$ cat src/rtl/player_pkg.sv
// Shared encodings for the player movement controller: move directions, FSM states, tile size.
package player_pkg;

  typedef enum logic [1:0] {
    ST_IDLE  = 2'd0,
    ST_ISSUE = 2'd1,
    ST_WAIT  = 2'd2
  } state_t;

  localparam logic [1:0] DIR_UP    = 2'b00;
  localparam logic [1:0] DIR_DOWN  = 2'b01;
  localparam logic [1:0] DIR_LEFT  = 2'b10;
  localparam logic [1:0] DIR_RIGHT = 2'b11;

  localparam int unsigned TILE_STEP = 16;

endpackage

$ cat src/rtl/rr_arbiter4.sv
// Combinational 4-way round-robin grant; the search starts at ptr and wraps (up, down, left, right).
module rr_arbiter4
  import player_pkg::*;
(
  input  logic [3:0] req,
  input  logic [1:0] ptr,
  output logic [1:0] gnt_idx,
  output logic       any
);

  // Walk offsets from farthest to nearest so the nearest request from ptr wins.
  always_comb begin
    gnt_idx = ptr;
    any     = 1'b0;
    for (int i = 3; i >= 0; i--) begin
      if (req[ptr + 2'(i)]) begin
        gnt_idx = ptr + 2'(i);
        any     = 1'b1;
      end
    end
  end

endmodule

$ cat src/rtl/player_move_ctrl.sv
// Turns active-low key levels into rate-limited, bounds-checked single-tile move commands.
// Define KEY_SYNC_EN to pass each key through a 2-flop synchronizer (adds 2 cycles of latency).
module player_move_ctrl
  import player_pkg::*;
#(
  parameter int unsigned INIT_DELAY   = 12_500_000,
  parameter int unsigned REPEAT_DELAY = 4_000_000,
  parameter int unsigned STEP         = TILE_STEP,
  parameter int unsigned X_MIN        = 0,
  parameter int unsigned X_MAX        = 624,
  parameter int unsigned Y_MIN        = 0,
  parameter int unsigned Y_MAX        = 464
) (
  input  logic       CLOCK_50,
  input  logic       reset,
  input  logic       game_state,
  input  logic       keyUp,
  input  logic       keyDown,
  input  logic       keyLeft,
  input  logic       keyRight,
  input  logic [9:0] pos_x,
  input  logic [9:0] pos_y,
  input  logic       move_ready,
  output logic       move_valid,
  output logic [1:0] move_dir,
  output logic       busy
);

  localparam int unsigned MAX_DELAY = (INIT_DELAY > REPEAT_DELAY) ? INIT_DELAY : REPEAT_DELAY;
  localparam int unsigned CNT_W     = (MAX_DELAY > 2) ? $clog2(MAX_DELAY) : 1;
  localparam logic [CNT_W-1:0] INIT_LAST   = CNT_W'(INIT_DELAY - 1);
  localparam logic [CNT_W-1:0] REPEAT_LAST = CNT_W'(REPEAT_DELAY - 1);

  logic [3:0] keys_raw;
  logic [3:0] keys_n;
  logic [3:0] held;
  logic [3:0] elig;
  logic [10:0] x_ext;
  logic [10:0] y_ext;

  state_t           state;
  logic [CNT_W-1:0] cnt;
  logic [CNT_W-1:0] wait_last;
  logic [1:0]       rr_ptr;
  logic             first_flag;
  logic             wait_init;
  logic [1:0]       grant_idx;
  logic             grant_any;

  assign keys_raw = {keyRight, keyLeft, keyDown, keyUp};

`ifdef KEY_SYNC_EN
  logic [3:0] sync_a;
  logic [3:0] sync_b;

  // Only the hard reset clears the synchronizers; game_state leaves them running.
  always_ff @(posedge CLOCK_50) begin
    if (!reset) begin
      sync_a <= 4'hF;
      sync_b <= 4'hF;
    end else begin
      sync_a <= keys_raw;
      sync_b <= sync_a;
    end
  end

  assign keys_n = sync_b;
`else
  assign keys_n = keys_raw;
`endif

  assign held  = ~keys_n;
  assign x_ext = {1'b0, pos_x};
  assign y_ext = {1'b0, pos_y};

  assign elig[DIR_UP]    = held[DIR_UP]    && (y_ext >= 11'(Y_MIN + STEP));
  assign elig[DIR_DOWN]  = held[DIR_DOWN]  && ((y_ext + 11'(STEP)) <= 11'(Y_MAX));
  assign elig[DIR_LEFT]  = held[DIR_LEFT]  && (x_ext >= 11'(X_MIN + STEP));
  assign elig[DIR_RIGHT] = held[DIR_RIGHT] && ((x_ext + 11'(STEP)) <= 11'(X_MAX));

  rr_arbiter4 u_arb (
    .req     (elig),
    .ptr     (rr_ptr),
    .gnt_idx (grant_idx),
    .any     (grant_any)
  );

  assign wait_last = wait_init ? INIT_LAST : REPEAT_LAST;
  assign busy      = (state != ST_IDLE);

  always_ff @(posedge CLOCK_50) begin
    if (!reset || game_state) begin
      state      <= ST_IDLE;
      move_valid <= 1'b0;
      move_dir   <= DIR_UP;
      cnt        <= '0;
      rr_ptr     <= 2'd0;
      first_flag <= 1'b1;
      wait_init  <= 1'b0;
    end else begin
      unique case (state)
        ST_IDLE: begin
          if (grant_any) begin
            state      <= ST_ISSUE;
            move_valid <= 1'b1;
            move_dir   <= grant_idx;
            first_flag <= 1'b1;
          end
        end
        ST_ISSUE: begin
          // The command is committed: key release or position change cannot withdraw it.
          if (move_valid && move_ready) begin
            state      <= ST_WAIT;
            move_valid <= 1'b0;
            rr_ptr     <= move_dir + 2'd1;
            cnt        <= '0;
            wait_init  <= first_flag;
            first_flag <= 1'b0;
          end
        end
        ST_WAIT: begin
          if (held == 4'b0000) begin
            state <= ST_IDLE;
            cnt   <= '0;
          end else if (cnt == wait_last) begin
            // At the limit: hold here until a held key becomes legal again.
            if (grant_any) begin
              state      <= ST_ISSUE;
              move_valid <= 1'b1;
              move_dir   <= grant_idx;
            end
          end else begin
            cnt <= cnt + CNT_W'(1);
          end
        end
        default: begin
          state      <= ST_IDLE;
          move_valid <= 1'b0;
        end
      endcase
    end
  end

endmodule
$ cat config.mk
export PLATFORM = sky130hd
export DESIGN_NAME = player_move_ctrl
export DESIGN_NICKNAME = d
export VERILOG_FILES = /design/src/rtl/player_pkg.sv /design/src/rtl/rr_arbiter4.sv /design/src/rtl/player_move_ctrl.sv
export SDC_FILE = /design/constraint.sdc
export NUM_CORES = 1
export LEC_CHECK = 0
export ABC_AREA = 1
export ABC_CLOCK_PERIOD_IN_PS = 2520
export BUFFER_PORTS_ARGS = -buffer_cell sky130_fd_sc_hd__buf_4
export CORE_MARGIN = 2
export CORE_UTILIZATION = 59
export DETAILED_ROUTE_END_ITERATION = 16
export PLACE_DENSITY_LB_ADDON = 0.3
export SYNTH_ARGS = -nofsm -noshare
export SYNTH_HDL_FRONTEND = slang
export SYNTH_HIERARCHICAL = 1
export SYNTH_SLANG_ARGS = --single-unit
$ cat constraint.sdc
create_clock -name CLOCK_50 -period 2.52 [get_ports CLOCK_50]
set_input_delay 0.504 -clock CLOCK_50 [delete_from_list [all_inputs] [get_ports CLOCK_50]]
set_output_delay 0.504 -clock CLOCK_50 [all_outputs]
set_load 0.02 [all_outputs]
# [Yosys cells after proc, flatten, opt, wreduce, memory -nomap -nowiden]
# Index checks and enable logic that the tools add are counted.
# Widths: inputs -> output; s select.
[totals] in_bits=28 out_inout_bits=4 rom_bits=0 mem_count=0 ff_bits=33 ramBits=0 latchBits=0
[op_classes] n_reduce_logical=19 mux=37 multipliers=0 bitwise=1 n_eq_ne=9 n_addsub=7 shifts=0 magnitude_cmp=8 div_mod_pow=0
[ops] cell="$mux 24" n=4
[ops] cell="$pmux 24 s2" n=1
[ops] cell="$add 24x1->24 const B" n=1
[ops] cell="$eq 24x24->1" n=1
[ops] cell="$add 10x5->11 const B" n=2
[ops] cell="$mux 2" n=11
[ops] cell="$ge 10x5->1 const B" n=2
[ops] cell="$mux 1" n=13
[ops] cell="$lt 2x3->1 const B" n=4
[ops] cell="$reduce_and 3->1" n=4
[ops] cell="$le 11x10->1 const B" n=1
[ops] cell="$le 11x9->1 const B" n=1
[ops] cell="$bmux 1 s2" n=4
[ops] cell="$ne 2x2->1 const B" n=4
[ops] cell="$reduce_bool 2->1" n=4
[ops] cell="$ne 3x3->1 const B" n=2
[ops] cell="$pmux 2 s3" n=1
[ops] cell="$logic_and 1x1->1" n=5
[ops] cell="$add 2x1->2 const B" n=2
[ops] cell="$add 2x2->2 const B" n=2
[ops] cell="$logic_not 4->1" n=1
[ops] cell="$not 4->4" n=1
[ops] cell="$pmux 2 s2" n=1
[ops] cell="$reduce_and 2->1" n=2
[ops] cell="other kinds (7)" n=7

# [Longest topological paths before layout]
[logic_depth] word_depth=13 ltp_mapped=19 ltp_nobuf=19

# [By module]
# The synthesis kept the hierarchy.
[by_module_without_submodules] mod="player_move_ctrl" area_each_um2=2458.6 n_inst=1 cells_per_inst=410
[by_module_without_submodules] mod="rr_arbiter4" area_each_um2=234.0 n_inst=1 cells_per_inst=53

# [Least setup slack after synthesis]
# No wires, ideal clock.
[synth_path] kind="input to register" startpoint="input pos_x[4]" endpoint="register state[0]" setup_ns=0.110 path_buffers=0 required_time_ns=2.410 path_stages=17 arrival_ns=2.176 setup_slack_ns=0.235 cell_sequence="ha_1 > or2_2 > o31a_1 > o21bai_1 > a21oi_1 > inv_1 > nand2_1 > nand3_1 > nand2_1 > inv_1 > nand3_1 > nand2_1 > inv_1 > nand2_1 > nand2_1 > nand2_1 > inv_1"
[synth_between] elab_chain_len=13
[synth_lines] element="start, declared" line_no="player_move_ctrl.sv:21" source="input logic [9:0] pos_x,"
[synth_lines] element="$add 10x5->11 (*)" line_no="player_move_ctrl.sv:79" source="assign elig[DIR_RIGHT] = held[DIR_RIGHT] && ((x_ext + 11'(STEP)) <= 11'(X_MAX));"
[synth_lines] element="$le 11x10->1 (*)" line_no="player_move_ctrl.sv:79"
[synth_lines] element="$logic_and 1x1->1 (*)" line_no="player_move_ctrl.sv:79"
[synth_lines] element="via elig[3]" line_no="player_move_ctrl.sv:37" source="logic [3:0] elig;"
[synth_lines] element="$bmux 1 s2" line_no="rr_arbiter4.sv:16" source="if (req[ptr + 2'(i)]) begin"
[synth_lines] element="$mux 1 (implied by the code)" line_no="rr_arbiter4.sv:16"
[synth_lines] element="$mux 1 (3 in series)" line_no="rr_arbiter4.sv:16"
[synth_lines] element="$mux 1 (*)" line_no="rr_arbiter4.sv:16"
[synth_lines] element="via grant_any" line_no="player_move_ctrl.sv:48" source="logic grant_any;"
[synth_lines] element="$mux 2 (*)"
[synth_lines] element="$mux 2 (2 in series)"
[synth_lines] element="$pmux 2 s3 (*)"
[synth_lines] element="end signal, assigned" line_no="player_move_ctrl.sv:93" source="state <= ST_IDLE;"
[synth_lines] element="end signal, assigned" line_no="player_move_ctrl.sv:104" source="state <= ST_ISSUE;"
[synth_lines] element="end signal, assigned" line_no="player_move_ctrl.sv:113" source="state <= ST_WAIT;"
[synth_lines] element="end, declared" line_no="player_move_ctrl.sv:41" source="state_t state;"
# The timed path passes the listed nets; every way through them passes the cells marked *. The select of a mux whose other input is x is not followed.
# A chain may end at the register's enable or synchronous reset.

# [Final worst setup path]
[layout_path] startpoint="input pos_x[4]" endpoint="register move_dir[1]"
[layout_between] elab_chain_len=13
[layout_lines] element="$add 10x5->11 (*)" line_no="player_move_ctrl.sv:79"
[layout_lines] element="$le 11x10->1 (*)" line_no="player_move_ctrl.sv:79"
[layout_lines] element="$logic_and 1x1->1 (*)" line_no="player_move_ctrl.sv:79"
[layout_lines] element="via elig[3]" line_no="player_move_ctrl.sv:37"
[layout_lines] element="$bmux 1 s2" line_no="rr_arbiter4.sv:16"
[layout_lines] element="$mux 1 (implied by the code)" line_no="rr_arbiter4.sv:16"
[layout_lines] element="$mux 1 (3 in series)" line_no="rr_arbiter4.sv:16"
[layout_lines] element="$mux 1 (*)" line_no="rr_arbiter4.sv:16"
[layout_lines] element="via grant_any" line_no="player_move_ctrl.sv:48"
[layout_lines] element="$mux 2 (*)" line_no="player_move_ctrl.sv:103, player_move_ctrl.sv:127"
[layout_lines] element="$mux 2" line_no="player_move_ctrl.sv:125" source="end else if (cnt == wait_last) begin"
[layout_lines] element="$mux 2" line_no="player_move_ctrl.sv:122" source="if (held == 4'b0000) begin"
[layout_lines] element="$pmux 2 s2 (*)" line_no="player_move_ctrl.sv:101" source="unique case (state)"
[layout_lines] element="end signal, assigned" line_no="player_move_ctrl.sv:106" source="move_dir <= grant_idx;"
[layout_lines] element="end signal, assigned" line_no="player_move_ctrl.sv:130" source="move_dir <= grant_idx;"
[layout_lines] element="end, declared" line_no="player_move_ctrl.sv:25" source="output logic [1:0] move_dir,"
# Marks and branches as above.

==> results.yml <==
grt:
  antenna_found_initial: 0
  grt-ovfl-total: 0
  grt_max_degree: 29
  grt_usage_pct: 30.3
  grt_pass1_vias: 2993
  grt_pass1_wl_mm: 12.5
timing:
  skew_ps: 6.14
  whs_ps: 476
  max_freq_mhz: 410
  worstMarginPinSlew_ps: 512
  finalCritPeriodShare_pct: 96.9
  setup_slack_ps: 78.6
  setup-tns-final_ps: 0
  slew_viol_final: 0
  hold_viol_final: 0
  relSlewSlack_pct: 65.8
  finalWorstPathRequiredPeriod_ps: 2440
  finalSetupViolCount: 0
routing:
  ant_nets: 0
  drt_iter0_markers: 367
  via_per_inst: 5.67
  via_count: 3138
  drcViolationCount: 0
  dr_wl_met2_mm: 3.67
  wl_met1_mm: 2.88
  post_drt_wl_per_cell_um: 13.3
  wl_met3_um: 555
  drtPass1Iterations: 5
  highest_layer: "met4"
  routed_wl_mm: 7.33
pwr:
  power_switching_uw: 316
  ir_drop_uv: 208
  p_leak_uw: 0.00136
  p_int_uw: 854
  p_comb_share_pct: 15.8
  p_seq_share_pct: 45.5
  sw_frac_of_total_pct: 27.0
  clockPowerShare_pct: 38.7
  finalPower_uw: 1170
  p_per_area_nw_per_um2: 377
worst_setup_path:
  cp_max_fo: 4
  cp-startpoint: "pos_x[4]"
  cp-end-kind: "register"
  path_class: "input pin to register"
  worst_ep_required_time_ps: 2740
  timing.rr.start: "cnt[0]"
  arrival_ps: 2660
  start_kind: "input pin"
clocking:
  cts-root-buf: "clkbuf_8"
  clock-sinks: 33
  clk_latency_ps: 290
  cts_buffers: 5
  htreeDepth: 2
  hold_buffers: 0
  clk_pin_slew_worst_paths_ps: 70
  postCtsSetupBuffers: 0
  tritoncts: "done"
  clockBufferDepth: 2
final_layout:
  diodes: 0
  design_area_um2: 3100
  area_growth_pct: 15.2
  nets: 537
  drive_gt1_share_pct: 14.2
yosys:
  synth_edf_count: 0
  postSynthCellCount: 463
  ys_seq_area_share_pct: 24.5
  synthArstFlopShare_pct: 0
  syn_area_um2: 2690
  synth_ff_type: "dfxtp_1"
  yosys_warnings: 6
  ys_types: 36
  ys_seq_elements: 33
  syn_area_per_cell_um2: 5.82
  synth_nets: 500
hold_path:
  min_from: "move_valid"
  hold_path.class: "register to register"
place:
  place_area_um2: 2990
  dp_slack_ps: -85.9
  io_buffers: 31
  gp_congestion: 0.994
  dpl.hpwl_mm: 5.37
floorplan:
  die_area_um2: 5120
  row_count: 24
  core_area_um2: 4380
  num_io_pins: 32
  initial_core_util_pct: 61.4
  die_h_um: 71.6
  die_w_um: 71.6
run_status:
  status: "finished clean"
run:
  cap_viol_max_count: 0
## area by class of cell
type,count,area [µm²]
inverters,59,224
repair buffers,41,308
clock buffers,7,96.3
fillers,388,1280
clock inverters,1,5.00
flip-flops and latches,33,661
multi-input cells,360,1740
well taps,52,65.1
## sequential cells by signal (all words and copies together), names as in the netlist
name / flops
state: 2
wait_init: 1
first_flag: 1
move_valid: 1
cnt: 24
rr_ptr: 2
move_dir: 2
## worst paths after layout
path | cells past startpoint | to | slack (ps)
max reg2reg | 9 | cnt[16] | 480
min | 2 | move_valid | 480
max | 17 | move_dir[1] | 80
min reg2reg | 2 | move_valid | 480
## layer usage
layer  global-route usage (%)  vias to the layer above
li1                         -                     1575
met3                     5.20                       27
met4                     15.1                        0
met1                     33.4                     1394
met2                     55.5                      142
met5                        0                        -
## what timing repair did
action,CTS,global route
hold endpoints to repair,0,0
endpoints found under the setup margin,0,3
gates resized for setup,0,4
## power groups by stage
stage	Sequential (µW)	Combinational, µW	Clock, µW
final	533	184	453
after floorplan	546	102	0
after global placement	544	172	0
after CTS	532	179	452
after detailed placement	545	178	0
after global routing	533	206	474
## critical path: stages
cell,delay [ps]
buf_4,120
ha_1,200
or2_2,320
o31a_1,240
o21bai_1,230
a21oi_2,80
inv_1,60
nand2_1,70
nand3_2,90
nand2_1,80
nor2_1,140
nand3_2,120
nand2_1,80
inv_1,60
nand2_2,80
nand2_1,50
a21oi_1,120
## cell usage after synthesis (2+ instances only)
| cell | number | area, µm² |
|---|---|---|
| a21oi_1 | 28 | 140 |
| a31oi_1 | 3 | 18.8 |
| buf_6 | 2 | 22.5 |
| buf_8 | 2 | 30.0 |
| clkbuf_1 | 6 | 22.5 |
| dfxtp_1 | 33 | 661 |
| ha_1 | 9 | 113 |
| inv_1 | 54 | 203 |
| inv_2 | 3 | 11.3 |
| nand2_1 | 132 | 495 |
| nand2_2 | 5 | 31.3 |
| nand3_1 | 66 | 330 |
| nand3_2 | 2 | 20.0 |
| nand4_1 | 7 | 43.8 |
| nor2_1 | 63 | 236 |
| nor3_1 | 7 | 35.0 |
| nor4_1 | 2 | 12.5 |
| o21ai_0 | 10 | 50.1 |
| o21bai_1 | 6 | 45.0 |
| or2_2 | 4 | 25.0 |
| xor2_1 | 4 | 35.0 |
## logic make-up after synthesis
group,after synthesis,synth area share (%)
compound gates,55,11.8
fa+ha+maj,9,4.18
simple gates,291,46.6
flops,33,24.5
buf+inv,70,11.3
xor+xnor,5,1.63
## metrics by stage
stage	utilization, %	instances
after floorplan	-	463
after global placement	68.1	545
after detailed placement	68.1	545
after CTS	70.4	553
after global routing	70.7	553
final	70.7	553
## cells in the final DEF (no fill, tap or decap), types with 2 or more instances in the layout
cell / count
nor4_1: 2
inv_2: 3
clkbuf_8: 7
a21oi_1: 27
inv_1: 54
o21bai_1: 6
nand3_2: 3
nand3_1: 65
xor2_1: 4
o21ai_0: 10
ha_1: 9
buf_4: 41
nand2_1: 131
dfxtp_1: 33
nor3_1: 7
nand4_1: 7
nor2_1: 63
or2_2: 4
nand2_2: 6
a31oi_1: 3
Power figures use the tool's default switching activity.
